==> src/rtl/median_scan_engine_pkg.sv <==
// Shared types, widths and compare helpers for the median scan engine.
package median_scan_pkg;

  localparam int PIX_W   = 8;
  localparam int ADDR_W  = 8;
  localparam int MED_LAT = 3;

  typedef enum logic [1:0] {
    IDLE  = 2'd0,
    SCAN  = 2'd1,
    DRAIN = 2'd2,
    DONE  = 2'd3
  } state_e;

  typedef struct packed {
    logic              valid;
    logic [ADDR_W-1:0] row;
    logic [ADDR_W-1:0] col;
  } chain_entry_t;

  function automatic logic [PIX_W-1:0] min2(input logic [PIX_W-1:0] a, input logic [PIX_W-1:0] b);
    return (a < b) ? a : b;
  endfunction

  function automatic logic [PIX_W-1:0] max2(input logic [PIX_W-1:0] a, input logic [PIX_W-1:0] b);
    return (a < b) ? b : a;
  endfunction

  function automatic logic [PIX_W-1:0] min3(input logic [PIX_W-1:0] a, input logic [PIX_W-1:0] b,
                                            input logic [PIX_W-1:0] c);
    return min2(min2(a, b), c);
  endfunction

  function automatic logic [PIX_W-1:0] max3(input logic [PIX_W-1:0] a, input logic [PIX_W-1:0] b,
                                            input logic [PIX_W-1:0] c);
    return max2(max2(a, b), c);
  endfunction

  // Median of three: larger of (smaller pair member, smaller of larger pair member and c).
  function automatic logic [PIX_W-1:0] med3(input logic [PIX_W-1:0] a, input logic [PIX_W-1:0] b,
                                            input logic [PIX_W-1:0] c);
    return max2(min2(a, b), min2(max2(a, b), c));
  endfunction

endpackage

==> src/rtl/median_scan_engine_if.sv <==
// Memory-side bus of the median scan engine: window read port and filtered write port.
interface median_scan_engine_if
  import median_scan_pkg::*;
();

  logic              rd;
  logic [ADDR_W-1:0] addr_row_r;
  logic [ADDR_W-1:0] addr_col_r;
  logic [PIX_W-1:0]  sw_pixel_1, sw_pixel_2, sw_pixel_3;
  logic [PIX_W-1:0]  sw_pixel_4, sw_pixel_5, sw_pixel_6;
  logic [PIX_W-1:0]  sw_pixel_7, sw_pixel_8, sw_pixel_9;
  logic              wr;
  logic [ADDR_W-1:0] addr_row_w;
  logic [ADDR_W-1:0] addr_col_w;
  logic [PIX_W-1:0]  cl_pixel;

  modport master (
    output rd, addr_row_r, addr_col_r, wr, addr_row_w, addr_col_w, cl_pixel,
    input  sw_pixel_1, sw_pixel_2, sw_pixel_3, sw_pixel_4, sw_pixel_5,
           sw_pixel_6, sw_pixel_7, sw_pixel_8, sw_pixel_9
  );

  modport slave (
    input  rd, addr_row_r, addr_col_r, wr, addr_row_w, addr_col_w, cl_pixel,
    output sw_pixel_1, sw_pixel_2, sw_pixel_3, sw_pixel_4, sw_pixel_5,
           sw_pixel_6, sw_pixel_7, sw_pixel_8, sw_pixel_9
  );

endinterface

==> src/rtl/median_scan_engine_median9_pipe.sv <==
// Three-stage 3x3 median: row sort, column reduce, final median of three.
// MEDIAN_SCAN_PASSTHRU_EN adds a centre-pixel bypass with identical latency.
module median9_pipe
  import median_scan_pkg::*;
(
  input  logic             clk,
  input  logic             rst,
  input  logic             valid_i,
`ifdef MEDIAN_SCAN_PASSTHRU_EN
  input  logic             passthru_i,
`endif
  input  logic [PIX_W-1:0] p1_i,
  input  logic [PIX_W-1:0] p2_i,
  input  logic [PIX_W-1:0] p3_i,
  input  logic [PIX_W-1:0] p4_i,
  input  logic [PIX_W-1:0] p5_i,
  input  logic [PIX_W-1:0] p6_i,
  input  logic [PIX_W-1:0] p7_i,
  input  logic [PIX_W-1:0] p8_i,
  input  logic [PIX_W-1:0] p9_i,
  output logic [PIX_W-1:0] median_o
);

  logic [2:0][2:0][PIX_W-1:0] win_s;
  logic [2:0][PIX_W-1:0]      min_d, med_d, max_d;
  logic [2:0][PIX_W-1:0]      min_q, med_q, max_q;
  logic [PIX_W-1:0]           lo_d, mid_d, hi_d, res_d;
  logic [PIX_W-1:0]           lo_q, mid_q, hi_q, res_q;
  logic                       v1_q, v2_q;
`ifdef MEDIAN_SCAN_PASSTHRU_EN
  logic                       pt1_q, pt2_q;
  logic [PIX_W-1:0]           c5_1_q, c5_2_q;
`endif

  // Stage 1 combinational: sort each row triple.
  always_comb begin
    win_s[0] = {p3_i, p2_i, p1_i};
    win_s[1] = {p6_i, p5_i, p4_i};
    win_s[2] = {p9_i, p8_i, p7_i};
    for (int r = 0; r < 3; r++) begin
      min_d[r] = min3(win_s[r][0], win_s[r][1], win_s[r][2]);
      med_d[r] = med3(win_s[r][0], win_s[r][1], win_s[r][2]);
      max_d[r] = max3(win_s[r][0], win_s[r][1], win_s[r][2]);
    end
  end

  // Stages 2 and 3 combinational: column reduce, then median of the three survivors.
  always_comb begin
    lo_d  = max3(min_q[0], min_q[1], min_q[2]);
    mid_d = med3(med_q[0], med_q[1], med_q[2]);
    hi_d  = min3(max_q[0], max_q[1], max_q[2]);
`ifdef MEDIAN_SCAN_PASSTHRU_EN
    if (pt2_q) begin
      res_d = c5_2_q;
    end else begin
      res_d = med3(lo_q, mid_q, hi_q);
    end
`else
    res_d = med3(lo_q, mid_q, hi_q);
`endif
  end

  // Pipeline registers; the result only updates for a valid window so it holds between writes.
  always_ff @(posedge clk) begin
    if (rst) begin
      v1_q  <= 1'b0;
      v2_q  <= 1'b0;
      min_q <= '0;
      med_q <= '0;
      max_q <= '0;
      lo_q  <= '0;
      mid_q <= '0;
      hi_q  <= '0;
      res_q <= '0;
    end else begin
      v1_q  <= valid_i;
      v2_q  <= v1_q;
      min_q <= min_d;
      med_q <= med_d;
      max_q <= max_d;
      lo_q  <= lo_d;
      mid_q <= mid_d;
      hi_q  <= hi_d;
      if (v2_q) begin
        res_q <= res_d;
      end
    end
  end

`ifdef MEDIAN_SCAN_PASSTHRU_EN
  // Centre pixel and mode flag delayed alongside stages 1 and 2.
  always_ff @(posedge clk) begin
    if (rst) begin
      pt1_q  <= 1'b0;
      pt2_q  <= 1'b0;
      c5_1_q <= '0;
      c5_2_q <= '0;
    end else begin
      pt1_q  <= passthru_i;
      pt2_q  <= pt1_q;
      c5_1_q <= p5_i;
      c5_2_q <= c5_1_q;
    end
  end
`endif

  assign median_o = res_q;

endmodule

==> src/rtl/median_scan_engine.sv <==
// Frame scanner: issues one 3x3 window read per cycle and writes back its median.
// Optional macro MEDIAN_SCAN_PASSTHRU_EN adds the passthru input (centre pixel copy).
module median_scan_engine
  import median_scan_pkg::*;
#(
  parameter int ROWS   = 254,
  parameter int COLS   = 254,
  parameter int RD_LAT = 1
) (
  input  logic                 clk,
  input  logic                 rst,
  input  logic                 start,
`ifdef MEDIAN_SCAN_PASSTHRU_EN
  input  logic                 passthru,
`endif
  median_scan_engine_if.master mem,
  output logic                 busy,
  output logic                 done
);

  // Chain holds every stage except the final write register.
  localparam int                CH_D     = RD_LAT + MED_LAT;
  localparam logic [ADDR_W-1:0] ROW_LAST = ADDR_W'(ROWS - 1);
  localparam logic [ADDR_W-1:0] COL_LAST = ADDR_W'(COLS - 1);
  localparam logic [ADDR_W-1:0] ADDR_ONE = ADDR_W'(1);

  state_e                   state_q, state_d;
  logic [ADDR_W-1:0]        row_q, row_d, col_q, col_d;
  logic                     rd_q, rd_d, busy_q, busy_d, done_q, done_d;
  chain_entry_t [CH_D-2:0]  chain_q;
  logic                     chain_busy_s, last_issue_s;
  logic                     wr_q;
  logic [ADDR_W-1:0]        addr_row_w_q, addr_col_w_q;
  logic [PIX_W-1:0]         median_s;
`ifdef MEDIAN_SCAN_PASSTHRU_EN
  logic                     pass_q;
`endif

  assign last_issue_s = (state_q == SCAN) && (row_q == ROW_LAST) && (col_q == COL_LAST);

  // Any window still in flight ahead of the write register.
  always_comb begin
    chain_busy_s = 1'b0;
    for (int i = 0; i < CH_D - 1; i++) begin
      chain_busy_s = chain_busy_s | chain_q[i].valid;
    end
  end

  // FSM state register.
  always_ff @(posedge clk) begin
    if (rst) begin
      state_q <= IDLE;
    end else begin
      state_q <= state_d;
    end
  end

  // FSM next-state logic.
  always_comb begin
    state_d = state_q;
    case (state_q)
      IDLE: begin
        if (start) state_d = SCAN;
        else       state_d = IDLE;
      end
      SCAN: begin
        if (last_issue_s) state_d = DRAIN;
        else              state_d = SCAN;
      end
      DRAIN: begin
        if (!chain_busy_s) state_d = DONE;
        else               state_d = DRAIN;
      end
      DONE:    state_d = IDLE;
      default: state_d = IDLE;
    endcase
  end

  // FSM outputs and scan address generation (column-first raster).
  always_comb begin
    rd_d   = (state_d == SCAN);
    busy_d = (state_d == SCAN) || (state_d == DRAIN);
    done_d = (state_d == DONE);
    row_d  = row_q;
    col_d  = col_q;
    if ((state_q == IDLE) && start) begin
      row_d = '0;
      col_d = '0;
    end else if ((state_q == SCAN) && !last_issue_s) begin
      if (col_q == COL_LAST) begin
        col_d = '0;
        row_d = row_q + ADDR_ONE;
      end else begin
        col_d = col_q + ADDR_ONE;
      end
    end else begin
      row_d = row_q;
      col_d = col_q;
    end
  end

  // Output, address and valid/address chain registers.
  always_ff @(posedge clk) begin
    if (rst) begin
      rd_q         <= 1'b0;
      busy_q       <= 1'b0;
      done_q       <= 1'b0;
      row_q        <= '0;
      col_q        <= '0;
      chain_q      <= '0;
      wr_q         <= 1'b0;
      addr_row_w_q <= '0;
      addr_col_w_q <= '0;
    end else begin
      rd_q       <= rd_d;
      busy_q     <= busy_d;
      done_q     <= done_d;
      row_q      <= row_d;
      col_q      <= col_d;
      chain_q[0] <= chain_entry_t'{valid: rd_q, row: row_q, col: col_q};
      for (int i = 1; i < CH_D - 1; i++) begin
        chain_q[i] <= chain_q[i-1];
      end
      wr_q <= chain_q[CH_D-2].valid;
      if (chain_q[CH_D-2].valid) begin
        addr_row_w_q <= chain_q[CH_D-2].row;
        addr_col_w_q <= chain_q[CH_D-2].col;
      end
    end
  end

`ifdef MEDIAN_SCAN_PASSTHRU_EN
  // Mode is latched with start and held for the whole frame.
  always_ff @(posedge clk) begin
    if (rst) begin
      pass_q <= 1'b0;
    end else if ((state_q == IDLE) && start) begin
      pass_q <= passthru;
    end
  end
`endif

  median9_pipe u_pipe (
    .clk        (clk),
    .rst        (rst),
    .valid_i    (chain_q[RD_LAT-1].valid),
`ifdef MEDIAN_SCAN_PASSTHRU_EN
    .passthru_i (pass_q),
`endif
    .p1_i       (mem.sw_pixel_1),
    .p2_i       (mem.sw_pixel_2),
    .p3_i       (mem.sw_pixel_3),
    .p4_i       (mem.sw_pixel_4),
    .p5_i       (mem.sw_pixel_5),
    .p6_i       (mem.sw_pixel_6),
    .p7_i       (mem.sw_pixel_7),
    .p8_i       (mem.sw_pixel_8),
    .p9_i       (mem.sw_pixel_9),
    .median_o   (median_s)
  );

  assign mem.rd         = rd_q;
  assign mem.addr_row_r = row_q;
  assign mem.addr_col_r = col_q;
  assign mem.wr         = wr_q;
  assign mem.addr_row_w = addr_row_w_q;
  assign mem.addr_col_w = addr_col_w_q;
  assign mem.cl_pixel   = median_s;
  assign busy           = busy_q;
  assign done           = done_q;

endmodule

==> src/flat_wrapper.sv <==
// flat-port wrapper written by rule: the top's interface ports become plain ports
module median_scan_engine_flat import median_scan_pkg::*;
#(
  parameter int ROWS   = 254,
  parameter int COLS   = 254,
  parameter int RD_LAT = 1
)
  (clk, rst, start, busy, done, mem_rd, mem_addr_row_r, mem_addr_col_r, mem_wr, mem_addr_row_w, mem_addr_col_w, mem_cl_pixel, mem_sw_pixel_1, mem_sw_pixel_2, mem_sw_pixel_3, mem_sw_pixel_4, mem_sw_pixel_5, mem_sw_pixel_6, mem_sw_pixel_7, mem_sw_pixel_8, mem_sw_pixel_9);
  median_scan_engine_if mem_i ();
  input  logic clk;
  input  logic rst;
  input  logic start;
  output logic busy;
  output logic done;
  output wire logic [$bits(mem_i.rd)-1:0] mem_rd;
  output wire logic [$bits(mem_i.addr_row_r)-1:0] mem_addr_row_r;
  output wire logic [$bits(mem_i.addr_col_r)-1:0] mem_addr_col_r;
  output wire logic [$bits(mem_i.wr)-1:0] mem_wr;
  output wire logic [$bits(mem_i.addr_row_w)-1:0] mem_addr_row_w;
  output wire logic [$bits(mem_i.addr_col_w)-1:0] mem_addr_col_w;
  output wire logic [$bits(mem_i.cl_pixel)-1:0] mem_cl_pixel;
  input wire logic [$bits(mem_i.sw_pixel_1)-1:0] mem_sw_pixel_1;
  input wire logic [$bits(mem_i.sw_pixel_2)-1:0] mem_sw_pixel_2;
  input wire logic [$bits(mem_i.sw_pixel_3)-1:0] mem_sw_pixel_3;
  input wire logic [$bits(mem_i.sw_pixel_4)-1:0] mem_sw_pixel_4;
  input wire logic [$bits(mem_i.sw_pixel_5)-1:0] mem_sw_pixel_5;
  input wire logic [$bits(mem_i.sw_pixel_6)-1:0] mem_sw_pixel_6;
  input wire logic [$bits(mem_i.sw_pixel_7)-1:0] mem_sw_pixel_7;
  input wire logic [$bits(mem_i.sw_pixel_8)-1:0] mem_sw_pixel_8;
  input wire logic [$bits(mem_i.sw_pixel_9)-1:0] mem_sw_pixel_9;
  assign mem_rd = mem_i.rd;
  assign mem_addr_row_r = mem_i.addr_row_r;
  assign mem_addr_col_r = mem_i.addr_col_r;
  assign mem_wr = mem_i.wr;
  assign mem_addr_row_w = mem_i.addr_row_w;
  assign mem_addr_col_w = mem_i.addr_col_w;
  assign mem_cl_pixel = mem_i.cl_pixel;
  assign mem_i.sw_pixel_1 = mem_sw_pixel_1;
  assign mem_i.sw_pixel_2 = mem_sw_pixel_2;
  assign mem_i.sw_pixel_3 = mem_sw_pixel_3;
  assign mem_i.sw_pixel_4 = mem_sw_pixel_4;
  assign mem_i.sw_pixel_5 = mem_sw_pixel_5;
  assign mem_i.sw_pixel_6 = mem_sw_pixel_6;
  assign mem_i.sw_pixel_7 = mem_sw_pixel_7;
  assign mem_i.sw_pixel_8 = mem_sw_pixel_8;
  assign mem_i.sw_pixel_9 = mem_sw_pixel_9;
  median_scan_engine #(.ROWS(ROWS), .COLS(COLS), .RD_LAT(RD_LAT)) u_core (.clk(clk), .rst(rst), .start(start), .mem(mem_i), .busy(busy), .done(done));
endmodule
==> config.mk <==
export PLATFORM = sky130hd
export DESIGN_NAME = median_scan_engine_flat
export DESIGN_NICKNAME = d
export VERILOG_FILES = /design/src/rtl/median_scan_engine_pkg.sv /design/src/rtl/median_scan_engine_if.sv /design/src/rtl/median_scan_engine_median9_pipe.sv /design/src/rtl/median_scan_engine.sv /design/src/flat_wrapper.sv
export SDC_FILE = /design/constraint.sdc
export NUM_CORES = 1
export LEC_CHECK = 0
export CAP_MARGIN = 30
export CELL_PAD_IN_SITES_DETAIL_PLACEMENT = 2
export CELL_PAD_IN_SITES_GLOBAL_PLACEMENT = 2
export CORE_MARGIN = 2
export CORE_UTILIZATION = 39
export DETAILED_ROUTE_END_ITERATION = 16
export GPL_TIMING_DRIVEN = 0
export PLACE_DENSITY_LB_ADDON = 0.1
export SYNTH_ARGS = -nofsm -noshare
export SYNTH_HDL_FRONTEND = slang
export SYNTH_SLANG_ARGS = --single-unit
==> constraint.sdc <==
create_clock -name clk -period 13.3 [get_ports clk]
set_input_delay 3.99 -clock clk [delete_from_list [all_inputs] [get_ports clk]]
set_output_delay 3.99 -clock clk [all_outputs]
set_load 0.03 [all_outputs]
== Word level (Yosys, flattened, before mapping) ==
Index checks and enable logic that the tools add are counted.
Widths: inputs -> output; s select.
Storage, ports and cells
  register bits after elaboration: 193
  bits of input ports: 75
  output and inout port bits: 44
  word-level logic and storage cells: 109
Operators by class
  add/sub/neg operators: 2
  magnitude comparators: 22
  eq/ne operators: 8
  mux-type cells: 35
  bitwise operators: 2
  reduce and logical (&&, ||, !) cells: 9
Operators by type and width (number)
  $mux 8: 31
  $lt 8x8->1: 22
  $add 8x1->8 const B: 2
  $eq 8x8->1 const B: 2
  $eq 2x2->1 const B: 4
  $pmux 2 s4: 1
  $eq 2x1->1 const B: 2
  $logic_and 1x1->1: 4
  $logic_not 2->1: 1
  $mux 1: 2
  $mux 2: 1
  $or 1x1->1: 2
  $reduce_and 2->1: 1
  $reduce_or 2->1: 1
  $logic_not 1->1: 1
  $logic_or 1x1->1: 1

== Depth between registers and ports, before layout ==
  depth after elaboration: 7
  mapped depth: 24
  mapped depth without buffers: 22

== By module ==
Synthesis repeated with hierarchy kept, for this count alone.
Second synthesis, totals
  cell total of the unflattened synthesis: 1396
  area, all modules: 12435.7 µm²
By module, submodules not included
  median9_pipe: times used 1, cells an instance 1124, area an instance 9466.6 µm², seq. area each 2122.0 µm²
  median_scan_engine: times used 1, cells an instance 272, area an instance 2969.1 µm², seq. area each 1781.7 µm²

== Worst setup path after synthesis ==
No wires, ideal clock.
  path type: input-to-reg
  start: in mem_sw_pixel_8[2]
  end: reg u_core.u_pipe.med_q[23] (netlist name)
  setup time: 65 ps
  arrival: 8615 ps
  data required time: 13235 ps
  setup slack: 4620 ps
  cell stages on the path: 20
  path buffers: 2
  cells stage by stage: inv_1 ha_1 a211oi_1 o21ai_1 a21oi_4 clkbuf_1 mux2_2 ha_1 a211oi_1 nand2b_1 a221oi_1 a41oi_2 buf_2 mux2i_1 ha_1 or2_2 a2111oi_0 o21ai_2 mux2_2 nor2_1
On the way
  longest elaborated chain between the ends: 6
  elaborated cells on any way between the ends: 7
  those cells by class: order compare (3); mux (4)
Ends and longest elaborated chain
  start: declaration: RTL line flat_wrapper.sv:29  | input wire logic [$bits(mem_i.sw_pixel_8)-1:0] mem_sw_pixel_8;
  $lt 8x8->1: RTL line median_scan_engine_pkg.sv:22, median_scan_engine_pkg.sv:26
  $mux 8: RTL line median_scan_engine_pkg.sv:26  | return (a < b) ? b : a;
  $lt 8x8->1: RTL line median_scan_engine_pkg.sv:22  | return (a < b) ? a : b;
  $mux 8: RTL line median_scan_engine_pkg.sv:22
  $lt 8x8->1: RTL line median_scan_engine_pkg.sv:26
  $mux 8 *: RTL line median_scan_engine_pkg.sv:26
  end signal: assignment: RTL line median_scan_engine_median9_pipe.sv:79  | med_q <= med_d;
  end: declaration: RTL line median_scan_engine_median9_pipe.sv:26  | logic [2:0][PIX_W-1:0] min_q, med_q, max_q;
Mark *: on every way between the ends. The rest lies on a longest branch, timed or not.
A chain may end at the register's enable or synchronous reset.

== Final worst setup path ==
  start: in mem_sw_pixel_8[5]
  end: reg u_core.u_pipe.med_q[20] (netlist name)
Same word-level chain as after synthesis.

==> flow_metrics.tcl <==
set metrics [dict create \
    synth-main-ff-cell "dfxtp_1" \
    grt_max_degree 20 \
    fin_crit_sh_pct 74.2 \
    ios 119 \
    nets 1755 \
    fmax_ghz 0.101 \
    synth_area_per_cell_um2 8.82 \
    holdPathStages 1 \
    cp-start-kind "input pin" \
    clkSinkCount 193 \
    die_area_mm2 0.0327 \
    globalplace.congestion 0.833 \
    final_common_cell "dfxtp_1" \
    run_status "completed" \
    min_path_type "reg -> reg" \
    htreeDepth 4 \
    async_flop_share_pct 0 \
    antenna_found_initial 0 \
    grt_setup_unrepaired "false" \
    arrival_ps 10190 \
    cp_max_fo 10 \
    ys_seq_area_share_pct 31.7 \
    wl_per_cell_um 22.3 \
    max_cap_violations 0 \
    ys_ff_latch 193 \
    cp-end-kind "flop" \
    drive_gt1_share_pct 9.07 \
    clockRootBuffer "clkbuf_16" \
    drt_wl_total_mm 43.0 \
    critPathTopFamily "compound AO/OA/AOI/OAI gates" \
    io_buffers 117 \
    die_y_um 181 \
    ys_warn_count 0 \
    synth_area_leaders "dfxtp_1 32%, ha_1 16%, mux2i_1 8.0%" \
    cts_setup_buffers 0 \
    cpPeakStageDelay_ps 470 \
    core_mm2 0.0307 \
    tightest_slew_ps 986 \
    rows 64 \
    grt_pass1_wl_mm 68.8 \
    hold_viol 0 \
    gr-usage-all-layers_pct 26.7 \
    cts_made_buffers 17 \
    grt-ovfl-total 0 \
    vias 10700 \
    syn-cell-area_mm2 0.0122 \
    peakVddDrop_uv 110 \
    firstDrtPassIters 5 \
    synthCells 1384 \
    synth_edf_count 0 \
    worst_path_most_repeated_cell "ha_1" \
    leakage_uw 0.00627 \
    path_depth 22 \
    dp_hpwl_mm 33.2 \
    p_per_area_mw_per_mm2 190 \
    cts_resized 0 \
    worstSetupPathType "in -> reg" \
    cts_tree "yes" \
    cts.path.max_buffers 2 \
    drc 0 \
    grt_pass1_vias 12100 \
    slew_violations 0 \
    start_util_pct 39.8 \
    crit_chain "clkdlybuf4s50_1 -> inv_1 -> ha_1 -> a21oi_1 -> o21ai_0 -> a21oi_4 -> clkbuf_1 -> mux2_2 -> ha_1 -> a211oi_1 -> nand2b_1 -> a221oi_1 -> a41oi_2 -> buf_2 -> mux2i_1 -> ha_1 -> a21o_1 -> a221o_1 -> a21oi_1 -> o21ai_2 -> mux2_2 -> nor2_1" \
    synth_area_leader_cell "dfxtp_1" \
    chipWidth_um 181 \
    final.setup_skew_ps 23.5 \
    yosys.area.top_type_share_pct 31.7 \
    clk_latency_ps 450 \
    relSlewSlack_pct 33.8 \
    hold_buffers 0 \
    layout_common_cells "193 x dfxtp_1, 160 x ha_1, 123 x inv_1" \
    area_growth_pct 18.6 \
    setup_ws_ps 3430 \
    fillCellCount 3340 \
    diodes 0 \
    finalSetupTns_ps 0 \
    ff_latch_area_mm2 0.00386 \
    syn_nets 1619 \
    dp_slack_ps 3070 \
    setup_violations 0 \
    drt-initial-drc-count 548 \
    multi_input_area_mm2 0.00767 \
    worstPathRequired_ps 13620 \
    layout_min_cycle_time_ps 9870 \
    avgViaCountPerCell 5.55 \
    synthDistinctLibCells 70 \
    ant_nets 0 \
    worst-path-buf-inv 4 \
    crit_slowest_cell "clkdlybuf4s50_1" \
    clk_pin_slew_ps 90 \
    ff2ff_path_depth 20 \
]
-- metrics by stage --
stage | hold slack, ps | instance area [um^2] | util (%) | instances | total power [uW]
4_1_cts | 441 | 14500 | 47.2 | 1929 | 2760
3_5_place_dp | 430 | 13900 | 45.2 | 1897 | 2170
3_3_place_gp | 418 | 13900 | 45.2 | 1897 | 2090
6_report | 445 | 14500 | 47.2 | 1929 | 2750
5_1_grt | 452 | 14500 | 47.2 | 1929 | 2960
2_1_floorplan | 414 | 12200 | - | 1384 | 1750
-- layout make-up --
type,instances,share of cell area (%)
sequential,193,26.7
timing repair buffer,117,8.09
clock inverter,15,1.21
buffer,48,1.44
tap,396,3.42
clock buffer,17,2.94
multi-input combinational,1019,53.0
inverter,124,3.22
-- routing by layer --
metal	share of wire (%)	GRT usage [%]	up-vias
met1	46	33.7	5345
met2	49	47.3	168
met4	2.6	7.74	0
met5	0	0	-
li1	-	-	5122
met3	2.9	3.61	62
-- cells by family after synthesis --
group                    count (synthesis)  share of synthesized area (%)
AND/OR/NAND/NOR                        405                           16.0
AO/OA/AOI/OAI                          294                           16.9
flip-flops                             193                           31.7
buffers and inverters                  172                           5.52
adder cells (fa/ha/maj)                160                           16.4
multiplexers                           149                           12.7
XOR/XNOR                                11                          0.789
-- synth_stat cells, types with 4 or more instances --
master,number
dfxtp_1,193
ha_1,160
inv_1,123
nand2_1,121
nor2_1,116
mux2i_1,98
a21oi_1,74
o21ai_0,62
nor2b_1,57
mux2_2,51
clkbuf_1,33
a21o_1,28
a211oi_1,23
or2_2,21
nand3_1,15
o21a_1,15
nand2b_1,14
nand4_1,14
o31ai_1,11
a31oi_1,10
and3_1,9
nor3b_1,9
o211ai_1,9
xor2_1,9
buf_2,7
nor3_1,6
or2_0,6
a211o_1,5
and4_1,5
buf_1,5
or3_1,5
a31o_2,4
o21ai_1,4
-- report_power, final --
| part | internal [uW] | switching [uW] |
|---|---|---|
| Combinational | 597 | 909 |
| Clock | 269 | 263 |
| Sequential | 648 | 64.6 |
| Total | 1510 | 1240 |
-- registers in the layout, summed over array words and instances, names as in the netlist, 8 cells and up --
name / cells
u_core.chain_q: 49
u_core.mem.addr_col_r: 8
u_core.mem.addr_col_w: 8
u_core.mem.addr_row_r: 8
u_core.mem.addr_row_w: 8
u_core.u_pipe.hi_q: 8
u_core.u_pipe.lo_q: 8
u_core.u_pipe.max_q: 24
u_core.u_pipe.med_q: 24
u_core.u_pipe.median_o: 8
u_core.u_pipe.mid_q: 8
u_core.u_pipe.min_q: 24
-- path summary, 6_finish.rpt --
check / slack [ps] / from / endpoint
setup reg to reg: 6810 / u_core.u_pipe.lo_q[6]$_SDFF_PP0_ / u_core.u_pipe.median_o[2]$_SDFFE_PP0P_
hold reg to reg: 450 / u_core.chain_q[8]$_SDFF_PP0_ / u_core.chain_q[25]$_SDFF_PP0_
setup / recovery: 3430 / mem_sw_pixel_8[5] / u_core.u_pipe.med_q[20]$_SDFF_PP0_
hold / removal: 450 / u_core.chain_q[8]$_SDFF_PP0_ / u_core.chain_q[25]$_SDFF_PP0_
(Power assumes the default switching activity.)
